### src/rtl/mmc1_host_writer.sv
// mmc1_host_writer: CPU-side MMC1 serial write generator (5-write load or D7 reset write).
// Ports: CLK/nRES, req/cmd_reset/reg_sel/data in; busy/done, nROMSEL/CPU_RnW/A13/A14/D0/D7 out.
module mmc1_host_writer #(
  parameter int GAP = 1
) (
  input  logic       CLK,
  input  logic       nRES,
  input  logic       req,
  input  logic       cmd_reset,
  input  logic [1:0] reg_sel,
  input  logic [4:0] data,
  output logic       busy,
  output logic       done,
  output logic       nROMSEL,
  output logic       CPU_RnW,
  output logic       CPU_A13,
  output logic       CPU_A14,
  output logic       CPU_D0,
  output logic       CPU_D7
);

  // MMC1 drops writes on back-to-back M2 cycles, so at least one idle clock.
  generate
    if (GAP < 1 || GAP > 15) begin : g_bad_gap
      $error("mmc1_host_writer: GAP must be 1..15");
    end
  endgenerate

  localparam logic [3:0] GAP_LAST = 4'(GAP - 1);

  typedef enum logic [1:0] {
    S_IDLE,
    S_WR,
    S_GAPW,
    S_DONE
  } state_t;

  state_t     r_state;
  state_t     w_next;
  logic [4:0] r_shift;
  logic [2:0] r_cnt;
  logic [3:0] r_gap;
  logic       r_rst;
  logic [1:0] r_sel;
  logic       w_accept;
  logic       w_gap_end;
  logic       w_last;

  // The edge leaving DONE is the first idle sample point, which gives
  // GAP+2 clocks from the last write to the next sequence's first write.
  assign w_accept  = req && (r_state == S_IDLE || r_state == S_DONE);
  assign w_gap_end = (r_gap == GAP_LAST);
  assign w_last    = r_rst || (r_cnt == 3'd4);

  always_comb begin
    w_next  = r_state;
    busy    = 1'b0;
    done    = 1'b0;
    nROMSEL = 1'b1;
    CPU_RnW = 1'b1;
    CPU_A13 = 1'b0;
    CPU_A14 = 1'b0;
    CPU_D0  = 1'b0;
    CPU_D7  = 1'b0;
    unique case (r_state)
      S_IDLE: begin
        if (w_accept) w_next = S_WR;
      end
      S_WR: begin
        busy    = 1'b1;
        nROMSEL = 1'b0;
        CPU_RnW = 1'b0;
        CPU_A13 = r_sel[0];
        CPU_A14 = r_sel[1];
        CPU_D0  = !r_rst && r_shift[0];
        CPU_D7  = r_rst;
        w_next  = S_GAPW;
      end
      S_GAPW: begin
        busy    = 1'b1;
        CPU_A13 = r_sel[0];
        CPU_A14 = r_sel[1];
        if (w_gap_end) w_next = w_last ? S_DONE : S_WR;
      end
      S_DONE: begin
        done   = 1'b1;
        w_next = w_accept ? S_WR : S_IDLE;
      end
      default: w_next = S_IDLE;
    endcase
  end

  always_ff @(negedge CLK or negedge nRES) begin
    if (!nRES) begin
      r_state <= S_IDLE;
      r_shift <= '0;
      r_cnt   <= '0;
      r_gap   <= '0;
      r_rst   <= 1'b0;
      r_sel   <= '0;
    end else begin
      r_state <= w_next;
      if (w_accept) begin
        r_shift <= data;
        r_sel   <= reg_sel;
        r_rst   <= cmd_reset;
        r_cnt   <= '0;
        r_gap   <= '0;
      end else begin
        unique case (r_state)
          S_WR: r_gap <= '0;
          S_GAPW: begin
            if (w_gap_end) begin
              r_shift <= {1'b0, r_shift[4:1]};
              r_cnt   <= r_cnt + 3'd1;
            end else begin
              r_gap <= r_gap + 4'd1;
            end
          end
          default: ;
        endcase
      end
    end
  end

endmodule

### config.mk
export PLATFORM = sky130hd
export DESIGN_NAME = mmc1_host_writer
export DESIGN_NICKNAME = d
export VERILOG_FILES = /design/src/rtl/mmc1_host_writer.sv
export SDC_FILE = /design/constraint.sdc
export NUM_CORES = 1
export LEC_CHECK = 0
export ABC_AREA = 1
export BUFFER_PORTS_ARGS = -buffer_cell sky130_fd_sc_hd__buf_2
export CORE_ASPECT_RATIO = 0.75
export CORE_MARGIN = 4
export CORE_UTILIZATION = 41
export CTS_BUF_LIST = sky130_fd_sc_hd__clkbuf_16
export DETAILED_ROUTE_END_ITERATION = 7
export PLACE_DENSITY = 0.62
export SYNTH_ARGS = -nofsm -noshare
export SYNTH_HDL_FRONTEND = slang
export SYNTH_SLANG_ARGS = --single-unit
### constraint.sdc
create_clock -name CLK -period 3.25 [get_ports CLK]
set_clock_uncertainty 0.15 [all_clocks]
set_input_delay 0 -clock CLK [delete_from_list [all_inputs] [get_ports CLK]]
set_output_delay 0 -clock CLK [all_outputs]
set_load 0.02 [all_outputs]
---- Word level (Yosys, flattened, before mapping) ----
Cells that the tools add are included.
storage, ports and cells
  flip-flop bits (word level) ............. 17
  input bits .............................. 11
  output and inout port bits .............. 8
cells by class
  add/subtract/negate cells ............... 2
  eq/ne operators ......................... 7
  mux-type cells .......................... 21
  reductions and logical operators ........ 14
operator list
  kind                 number
  $mux 5               3
  $mux 3               3
  $mux 1               8
  $mux 4               2
  $pmux 2 s4           1
  $pmux 4 s2           1
  $mux 2               3
  $reduce_and 2->1     3
  $add 4x1->4 const B  1
  $eq 2x2->1 const B   2
  $logic_not 4->1      1
  $ne 2x2->1 const B   2
  $reduce_bool 2->1    2
  $add 3x1->3 const B  1
  $eq 3x3->1 const B   1
  $ne 3x3->1 const B   1
  $reduce_bool 3->1    1
  $eq 2x1->1 const B   1
  $logic_and 1x1->1    2
  $logic_not 2->1      1
  $logic_or 1x1->1     2
  $reduce_or 2->1      1
  $logic_not 1->1      1

---- Logic depth before layout (Yosys ltp) ----
Gate-level depths: netlist of the first run.
  depth in word-level cells ............... 5
  mapped depth ............................ 9

==> results of run 1 <==
-- through the flow --
stage / total power [mW] / utilization
5_1_grt: 1.247 / 0.5339
3_3_place_gp: 0.8836 / 0.4945
2_1_floorplan: 0.7712 / -
4_1_cts: 1.162 / 0.5339
3_5_place_dp: 0.8948 / 0.4945
6_report: 1.144 / 0.5339
-- sequential cells by signal, summed over array words and instances (netlist names) --
name,count
r_cnt,3
r_state,2
r_shift,5
r_rst,1
r_gap,4
r_sel,2
-- cells in the final DEF (no fill, tap or decap) --
cell / Yosys / layout
inv_2: 2 / 2
nand4_1: 3 / 3
nor2_4: 2 / 2
inv_4: 1 / 1
nand3_1: 13 / 13
xor2_1: 2 / 2
buf_2: 0 / 18
o21ai_1: 1 / 1
a21oi_2: 1 / 1
buf_4: 2 / 2
inv_1: 14 / 15
dfrtn_1: 17 / 17
nor2_1: 3 / 3
clkbuf_16: 0 / 3
clkinv_1: 1 / 1
a21oi_1: 1 / 1
nand2_1: 65 / 65
ha_1: 8 / 8
nand2_2: 3 / 3
nand2_4: 3 / 3
-- worst max-delay path, delay by kind of cell (launching register included) --
| family | cells | cell delay, ps |
|---|---|---|
| buf+inv | 3 | 270 |
| fa+ha+maj | 1 | 340 |
| simple gates | 1 | 70 |
| flops | 1 | 400 |
-- area by class of cell --
| cell class | count | area share |
|---|---|---|
| clock buffers | 3 | 0.05900 |
| clock inverters | 1 | 0.002950 |
| inverters | 18 | 0.05506 |
| multi-input cells | 105 | 0.4326 |
| flip-flops and latches | 17 | 0.3343 |
| well taps | 34 | 0.03343 |
| repair buffers | 20 | 0.08260 |
-- power breakdown --
group | total (mW) | switching, mW | internal (mW)
registers | 0.319 | 0.0362 | 0.283
clock network | 0.240 | 0.0770 | 0.163
logic | 0.585 | 0.390 | 0.195
total | 1.14 | 0.503 | 0.641
-- timing repair --
action	CTS	global route
buffers inserted	2	0
setup endpoints to repair	2	0
hold endpoints to repair	0	0
-- layer usage --
| layer | up-vias | wire length [um] | track usage |
|---|---|---|---|
| met5 | - | 0 | 0 |
| met4 | 0 | 0 | 0.02027 |
| met3 | 0 | 100 | 0.04104 |
| met2 | 14 | 861 | 0.2039 |
| met1 | 393 | 1084 | 0.1949 |
| li1 | 483 | - | - |
-- worst min-delay path by stage --
| stage | slack, ps | startpoint | end | cells past startpoint |
|---|---|---|---|---|
| final | 280 | r_sel[1] | r_sel[1] | 2 |
| after global routing | 320 | r_sel[0] | r_sel[0] | 2 |
| after CTS | 290 | r_sel[1] | r_sel[1] | 2 |
| after detailed placement | 290 | r_sel[1] | r_sel[1] | 2 |
| after global placement | 280 | r_sel[1] | r_sel[1] | 2 |
| after floorplan | 260 | r_sel[0] | r_sel[0] | 2 |
-- logic make-up (layout without fill, tap and decap cells) --
logic type	after synthesis	count (layout)
DFF	17	17
adders and majority gates	8	8
and+or+nand+nor	92	92
xor gates and xnor gates	2	2
buffers and inverters	20	42
AOI/OAI and AO/OA	3	3
==> summary.md, run 1 <==
| Metric | Value |
|---|---|
| Skew-Pair Late Insertion Delay | 280 ps |
| Total setup violations reported at the end of the flow | 0 |
| Endpoint kind of the worst setup timing path | output port |
| Number of synthesized flops with an enable pin | 0 |
| Count of routing violations after the opening detailed-route iteration | 49 |
| Combinational family with the most area after synthesis | simple AND/OR/NAND/NOR gates |
| Multi-input gate area | 550.5 um^2 |
| Largest incremental delay on the critical path | 400 ps |
| DRC violation count after routing | 0 |
| Static leakage power | 0.7661 nW |
| Unrepaired setup endpoints after global routing | no |
| Share of final-layout standard cells stronger than drive strength 1 | 0.2134 |
| Number of hold-repair buffers added at the cts stage | 0 |
| Post-detailed-route wirelength per cell | 10.33 um |
| Total GRT Usage | 0.1358 |
| Average size of a mapped cell | 7.472 um^2 |
| Number of instances in the placed design | 192 |
| Synth Area in Simple Gates | 0.3903 |
| Maximum number of buffers from clock root to sink | 2 |
| Outcome | complete, no violations |
| Finished Layout Cells | 198 |
| Net total in the final layout | 184 |
| Synthesized Nets | 161 |
| Area of all placed cells without fillers | 1272 um^2 |
| Worst flop-to-flop path endpoint | r_gap[0] |
| Initial antenna violation count | 0 |
| Critical path startpoint | r_state[0] |
| Final Hold Violating Endpoints | 0 |
| Routability congestion estimate from global placement | 0.8238 |
| Cell area after placement | 1179 um^2 |
| Die X | 66.74 um |
| Fin. max-slew vios | 0 |
| I/O Buffers | 18 |
| Synth area leaders | dfrtn_1, nand2_1, ha_1 |
| Area inside the core boundary | 2384 um^2 |
| Post-placement worst setup slack | 289.2 ps |
| Worst-case setup margin in the final layout | 117.7 ps |
| WP data arrival | 2980 ps |
| Diode count | 0 |
| Vias per Instance | 4.495 |
| Cell count after synthesis | 142 |
| Area growth from synthesis to final layout | 19.93% |
| Origin of the critical flop-to-flop path | r_state[0] |
| TritonCTS clock tree | yes |
| Setup TNS after final layout | 0 ps |
| Power density of the placed cells | 899.1 nW/um^2 |
| Critical Path, Cell by Cell | inv_1 -> ha_1 -> nand2_1 -> inv_1 -> buf_2 |
| Endpoint required time on the critical path | 3100 ps |
| Wire length of the first global-routing pass | 3.567 mm |
| Die Outline Area | 3474 um^2 |
| Chip Height | 52.06 um |
| Post-DRT Antenna Nets | 0 |
| Worst-path maximum fanout | 4 |
| Register clock-pin slew on the reported worst setup and hold paths | 40 ps |
| Via count of the first global-routing pass | 811 |
| Sequential cell area in the final layout | 425.4 um^2 |
| Total I/O pin count | 19 |
| Ranking of synthesized cells by instance count | nand2_1, dfrtn_1, inv_1 |
| Highest ir drop seen on vdd | 0.8102 mV |
| Last element of the critical path | CPU_A13 |
| Final worst hold slack | 282.4 ps |
| Fraction of synthesized area in multiplexers | 0 |
| Sinks on the clock net | 17 |
| # rows | 15 |
| Half-perimeter wire length after placement | 1.555 mm |
| Count leader, synth | nand2_1 |
| Count of cells resized by post-cts repair | 0 |
| Startpoint type of the worst setup path | flip-flop |
| Number of unique standard cell types used by synthesis | 18 |
| Register-to-register path setup slack | 1520 ps |
| Cell type with the highest occurrence count on the critical path | inv_1 |
| Effective utilization at floorplan | 0.4451 |
| Hold/Removal Path Class | reg -> reg |
| Post-Synthesis Cell Area | 1061 um^2 |
| Portion of the post-synthesis area used by sequential elements | 0.4009 |
| Worst R2R Path Depth | 8 |
| Post-synthesis share of cell area spent on full adders, half adders and majority gates | 0.09434 |
| H-Tree Level Count | 1 |
| Number of vias in the routed layout | 890 |
| Number of search-and-repair iterations in the first detailed-routing pass | 4 |
| Slew of the pin with the lowest slew margin | 398.3 ps |
| Library cell contributing the largest single delay on the critical path | dfrtn_1 |
| YS warnings | 0 |
| MaxCap Viol Count | 0 |
| Clock tree root buffer cell | clkbuf_16 |
| Number of buffers inserted during clock tree synthesis | 3 |
| Ys async rst share | 1.000 |
| Relative max-transition margin | 0.7345 |
| Compound-gate portion of the synthesized area | 0.01769 |
| Residual overflow from global routing | 0 |
| Cell taking the most area after synthesis | dfrtn_1 |
| Worst Path Class, Setup | reg -> out |
| Flip-flop cell with the highest count after synthesis | dfrtn_1 |
| Pin count of the biggest net entering global routing | 20 |
| Filler cell count in the final layout | 239 |
| Number of synthesized register bits | 17 |
| Fraction of synthesized cell area taken by the top area cell type | 0.4009 |
| Routed wire length | 2.046 mm |
| Parity-gate share of the synthesized area counting xor and xnor cells | 0.01651 |
(Power assumes the default switching activity.)
==> inputs of run 2 (changes only) <==
- CORE_ASPECT_RATIO: 0.75 -> not set
==> run 2 against run 1 <==
Against the previous run:
- cell count shrank 2.0%
- combinational power is essentially flat
- die area shrank 0.24%
- routed wire length grew 3.2%
- cell area shrank 0.29%
- critical path depth is the same
- count of clock-buffer cells in the layout is the same
- non-clock buffer count is the same
- utilization shrank 2.2 points
- sequential cell count is the same
- first-iteration DRC count shrank 55%
- critical endpoint unchanged
==> summary.md, run 2 (synthesized netlist as in run 1, its figures left out) <==
| Metric | Value |
|---|---|
| Outcome | complete, no violations |
| Number of buffers inserted during clock tree synthesis | 3 |
| Effective utilization at floorplan | 0.4283 |
| Highest ir drop seen on vdd | 0.5604 mV |
| Worst-case setup margin in the final layout | 113.9 ps |
| Total setup violations reported at the end of the flow | 0 |
| Registers with the highest flip-flop counts | r_shift (5), r_gap (4), r_cnt (3) |
| Final Hold Violating Endpoints | 0 |
| Routability congestion estimate from global placement | 0.8070 |
| Static leakage power | 0.7647 nW |
| Final cell utilization of the core | 0.5121 |
| Register clock-pin slew on the reported worst setup and hold paths | 40 ps |
| Net total in the final layout | 184 |
| Last element of the critical path | CPU_A13 |
| Total I/O pin count | 19 |
| Critical path startpoint | r_state[0] |
| Skew-Pair Late Insertion Delay | 280 ps |
| Top reg by flops | r_shift |
| # rows | 18 |
| Wire length of the first global-routing pass | 3.753 mm |
| Relative max-transition margin | 0.7359 |
| Maximum number of buffers from clock root to sink | 2 |
| Routed wire length | 2.111 mm |
| Area of all placed cells without fillers | 1269 um^2 |
| Worst flop-to-flop path endpoint | r_shift[3] |
| Via count of the first global-routing pass | 887 |
| Worst-path maximum fanout | 4 |
| Slew of the pin with the lowest slew margin | 396.1 ps |
| Residual overflow from global routing | 0 |
| Commonest non-fill, non-tap cells in the layout | nand2_1, buf_2, dfrtn_1, inv_1, nand3_1 |
| Endpoint kind of the worst setup timing path | output port |
| Count of routing violations after the opening detailed-route iteration | 22 |
| WP data arrival | 2990 ps |
| Min-Delay Path Depth | 2 |
| Endpoint required time on the critical path | 3100 ps |
| Total GRT Usage | 0.1402 |
| Setup TNS after final layout | 0 ps |
| Unrepaired setup endpoints after global routing | no |
| Origin of the critical flop-to-flop path | r_state[0] |
| Die Outline Area | 3466 um^2 |
| MaxCap Viol Count | 0 |
| Post-placement worst setup slack | 294.5 ps |
| Worst R2R Path Depth | 9 |
| Diode count | 0 |
| Number of search-and-repair iterations in the first detailed-routing pass | 4 |
| Area growth from synthesis to final layout | 19.58% |
| Power density of the placed cells | 909.2 nW/um^2 |
| Final worst hold slack | 275.3 ps |
| Chip Height | 58.87 um |
| Number of flip-flops in the largest register | 5 |
| Count of cells resized by post-cts repair | 0 |
| DRC violation count after routing | 0 |
| Number of vias in the routed layout | 897 |
| Cell area after placement | 1174 um^2 |
| TritonCTS clock tree | yes |
| Sinks on the clock net | 17 |
| Worst Path Class, Setup | reg -> out |
| Half-perimeter wire length after placement | 1.572 mm |
| Post-DRT Antenna Nets | 0 |
| Die X | 58.87 um |
| Most common library cell in the layout ignoring fill and taps | nand2_1 |
| Hold/Removal Path Class | reg -> reg |
| Startpoint type of the worst setup path | flip-flop |
| Post-detailed-route wirelength per cell | 10.88 um |
| Fin. max-slew vios | 0 |
| Share of final-layout standard cells stronger than drive strength 1 | 0.2195 |
| Initial antenna violation count | 0 |
| Area inside the core boundary | 2477 um^2 |
| Number of hold-repair buffers added at the cts stage | 0 |
| Pin count of the biggest net entering global routing | 20 |
| Vias per Instance | 4.624 |
| H-Tree Level Count | 1 |
| Clock tree root buffer cell | clkbuf_16 |
| Register-to-register path setup slack | 1530 ps |
| Worst hold start | r_sel[1] |
| I/O Buffers | 18 |
-- run 2: final cells by class --
cell class                      instances  area [um^2]
Fill cell                             249         1209
Inverter                               18        70.07
Tap cell                               30        37.54
Multi-Input combinational cell        105        550.5
Clock buffer                            3        75.07
Timing Repair Buffer                   20        105.1
Sequential cell                        17        425.4
Clock inverter                          1        5.005
-- run 2: worst min path at each step --
stage                           to
after CTS                 r_sel[1]
after global placement    r_sel[0]
after floorplan           r_sel[0]
final                     r_sel[1]
after global routing      r_sel[1]
after detailed placement  r_sel[1]
-- run 2: metrics by stage --
step | cells | total power, mW
finish | 194 | 1.154
global route | 194 | 1.263
CTS | 194 | 1.169
detailed placement | 188 | 0.8947
global placement | 188 | 0.8815
floorplan | 142 | 0.7712
-- run 2: per-layer routing --
layer	part of all wire	track usage	wire length, um	vias up
li1	-	-	-	482
met1	0.46	0.1714	969	400
met2	0.49	0.2413	1039	15
met3	0.048	0.04167	102	0
met4	0	0.03236	0	0
met5	0	0	0	-
-- run 2: repair_timing --
| item | in CTS | in global routing |
|---|---|---|
| endpoints found under the setup margin | 2 | 0 |
| buffers inserted | 2 | 0 |
| hold endpoints to repair | 0 | 0 |
-- run 2: worst max-delay path, cell delays in order, from the launching register on --
cell and delay (ps):
dfrtn_1 400, inv_1 70, ha_1 340, nand2_1 60, inv_1 50, buf_2 150
-- run 2: power breakdown --
group	internal [mW]	leakage, nW	switching (mW)
sequential	0.283	0.223	0.0348
clock	0.165	0.0409	0.0848
combinational	0.195	0.501	0.391
total	0.643	0.765	0.511
==> inputs of run 3 (changes only) <==
- REMOVE_ABC_BUFFERS: not set -> 1
==> run 3 against run 2 <==
Against the previous run:
- routed wire length up 1.8%
- non-clock buffer count stayed put
- clock power decreased by 2%
- cell area grew 1.1%
- count of clock-buffer cells in the layout stayed put
- via count fell by 1.0%
- critical path type unchanged
==> summary.md, run 3 (synthesized netlist as in run 1, its figures left out) <==
| Metric | Value |
|---|---|
| Number of vias in the routed layout | 888 |
| Most common library cell in the layout ignoring fill and taps | nand2_1 |
| Count of routing violations after the opening detailed-route iteration | 16 |
| Clock tree root buffer cell | clkbuf_16 |
| Wire length of the first global-routing pass | 3.643 mm |
| Routed wl met3 | 93 um |
| Number of search-and-repair iterations in the first detailed-routing pass | 4 |
| Endpoint kind of the worst setup timing path | output port |
| Register clock-pin slew on the reported worst setup and hold paths | 40 ps |
| Routability congestion estimate from global placement | 0.7669 |
| Net total in the final layout | 184 |
| Detailed route wirelength on metal2 | 1.048 mm |
| Sinks on the clock net | 17 |
| Half-perimeter wire length after placement | 1.591 mm |
| Highest ir drop seen on vdd | 0.6734 mV |
| H-Tree Level Count | 1 |
| # rows | 18 |
| Share of final-layout standard cells stronger than drive strength 1 | 0.2195 |
| Skew-Pair Late Insertion Delay | 280 ps |
| Vias per Instance | 4.577 |
| Total routed wire length on the met1 layer | 973 um |
| Top routing layer in use | met4 |
| Diode count | 0 |
| Area growth from synthesis to final layout | 20.87% |
| Top reg by flops | r_shift |
| Pin count of the biggest net entering global routing | 20 |
| Cell area after placement | 1174 um^2 |
| Origin of the critical flop-to-flop path | r_state[1] |
| Worst-path maximum fanout | 5 |
| Multi-input gate area | 563.0 um^2 |
| Startpoint type of the worst setup path | flip-flop |
| Worst hold start | r_sel[0] |
| Endpoint required time on the critical path | 3100 ps |
| Final Hold Violating Endpoints | 0 |
| Min-Delay Path Depth | 2 |
| Relative max-transition margin | 0.7372 |
| Setup TNS after final layout | 0 ps |
| Post-detailed-route wirelength per cell | 11.08 um |
| Number of flip-flops in the largest register | 5 |
| Static leakage power | 0.7666 nW |
| Worst min-delay path endpoint | r_sel[0] |
| Total setup violations reported at the end of the flow | 0 |
| Number of hold-repair buffers added at the cts stage | 0 |
| Sequential cell area in the final layout | 425.4 um^2 |
| Via count of the first global-routing pass | 808 |
| MaxCap Viol Count | 0 |
| Initial antenna violation count | 0 |
| Total I/O pin count | 19 |
| Worst Path Class, Setup | reg -> out |
| Routed wire length | 2.149 mm |
| DRC violation count after routing | 0 |
| Number of buffers inserted during clock tree synthesis | 3 |
| Post-DRT Antenna Nets | 0 |
| Total GRT Usage | 0.1391 |
| Outcome | complete, no violations |
| Residual overflow from global routing | 0 |
| Area of all placed cells without fillers | 1282 um^2 |
| Worst flop-to-flop path endpoint | r_shift[0] |
| Slew of the pin with the lowest slew margin | 394.3 ps |
| Fin. max-slew vios | 0 |
| Chip Height | 58.87 um |
| Unrepaired setup endpoints after global routing | no |
| Area inside the core boundary | 2477 um^2 |
| Effective utilization at floorplan | 0.4283 |
| Hold/Removal Path Class | reg -> reg |
| Worst R2R Path Depth | 9 |
| Maximum number of buffers from clock root to sink | 2 |
| Filler cell count in the final layout | 240 |
| TritonCTS clock tree | yes |
| Registers with the highest flip-flop counts | r_shift (5), r_gap (4), r_cnt (3) |
| Die Outline Area | 3466 um^2 |
| Commonest non-fill, non-tap cells in the layout | nand2_1, buf_2, dfrtn_1, inv_1, nand3_1 |
| I/O Buffers | 18 |
| Power density of the placed cells | 916.0 nW/um^2 |
| Die X | 58.87 um |
| Register-to-register path setup slack | 1570 ps |
| WP data arrival | 2980 ps |
-- run 3: cell count changes in the layout (fill, tap and decap cells not counted) --
cell / before / now
buf_2: 18 / 17
buf_4: 2 / 3
clkinv_2: 1 / 0
ha_1: 8 / 7
ha_4: 0 / 1
inv_1: 14 / 15
-- run 3: cell type report --
type / count / share of cell area
inverters: 18 / 0.05463
well taps: 30 / 0.02927
clock inverters: 1 / 0.002927
flip-flops and latches: 17 / 0.3317
clock buffers: 3 / 0.05854
repair buffers: 20 / 0.08390
multi-input cells: 105 / 0.4390
-- run 3: power breakdown --
group	switching, mW	internal (mW)
clock	0.0815	0.163
sequential	0.0359	0.283
combinational	0.400	0.211
-- run 3: worst max-delay path by stage --
stage / start / endpoint / slack [ps] / cells past startpoint
after floorplan: r_state[0] / CPU_A13 / 270 / 4
after global placement: r_state[0] / CPU_A13 / 320 / 5
after detailed placement: r_state[0] / CPU_A14 / 250 / 5
after CTS: r_state[1] / CPU_A14 / 90 / 5
after global routing: r_state[0] / CPU_D0 / 0.7 / 5
final: r_state[0] / CPU_D0 / 120 / 5
-- run 3: metal layers --
layer / up-vias / global-route usage
li1: 480 / -
met1: 386 / 0.1724
met2: 17 / 0.2319
met3: 5 / 0.03070
met4: 0 / 0.05825
met5: - / 0
-- run 3: timing repair --
item | 4_1_cts | 5_1_grt
gates resized for setup | 0 | 2
setup endpoints to repair | 2 | 2
buffers inserted | 2 | 0
-- run 3: per-stage QoR --
step	hold WS, ps	worst slack [ps]	std cells	total power, mW	utilization
floorplan	259.7	271.2	140	0.7526	-
global placement	280.4	317.9	188	0.8794	0.4737
detailed placement	288.5	251.5	188	0.8947	0.4737
CTS	289.6	86.38	194	1.162	0.5116
global route	311.7	0.7307	194	1.278	0.5177
finish	286.1	121.3	194	1.175	0.5177
-- run 3: worst max-delay path, cell delays in order, from the launching register on --
cell	delay, ps
dfrtn_1	400
buf_4	130
ha_1	200
nand2_1	60
nor2_1	120
buf_4	160
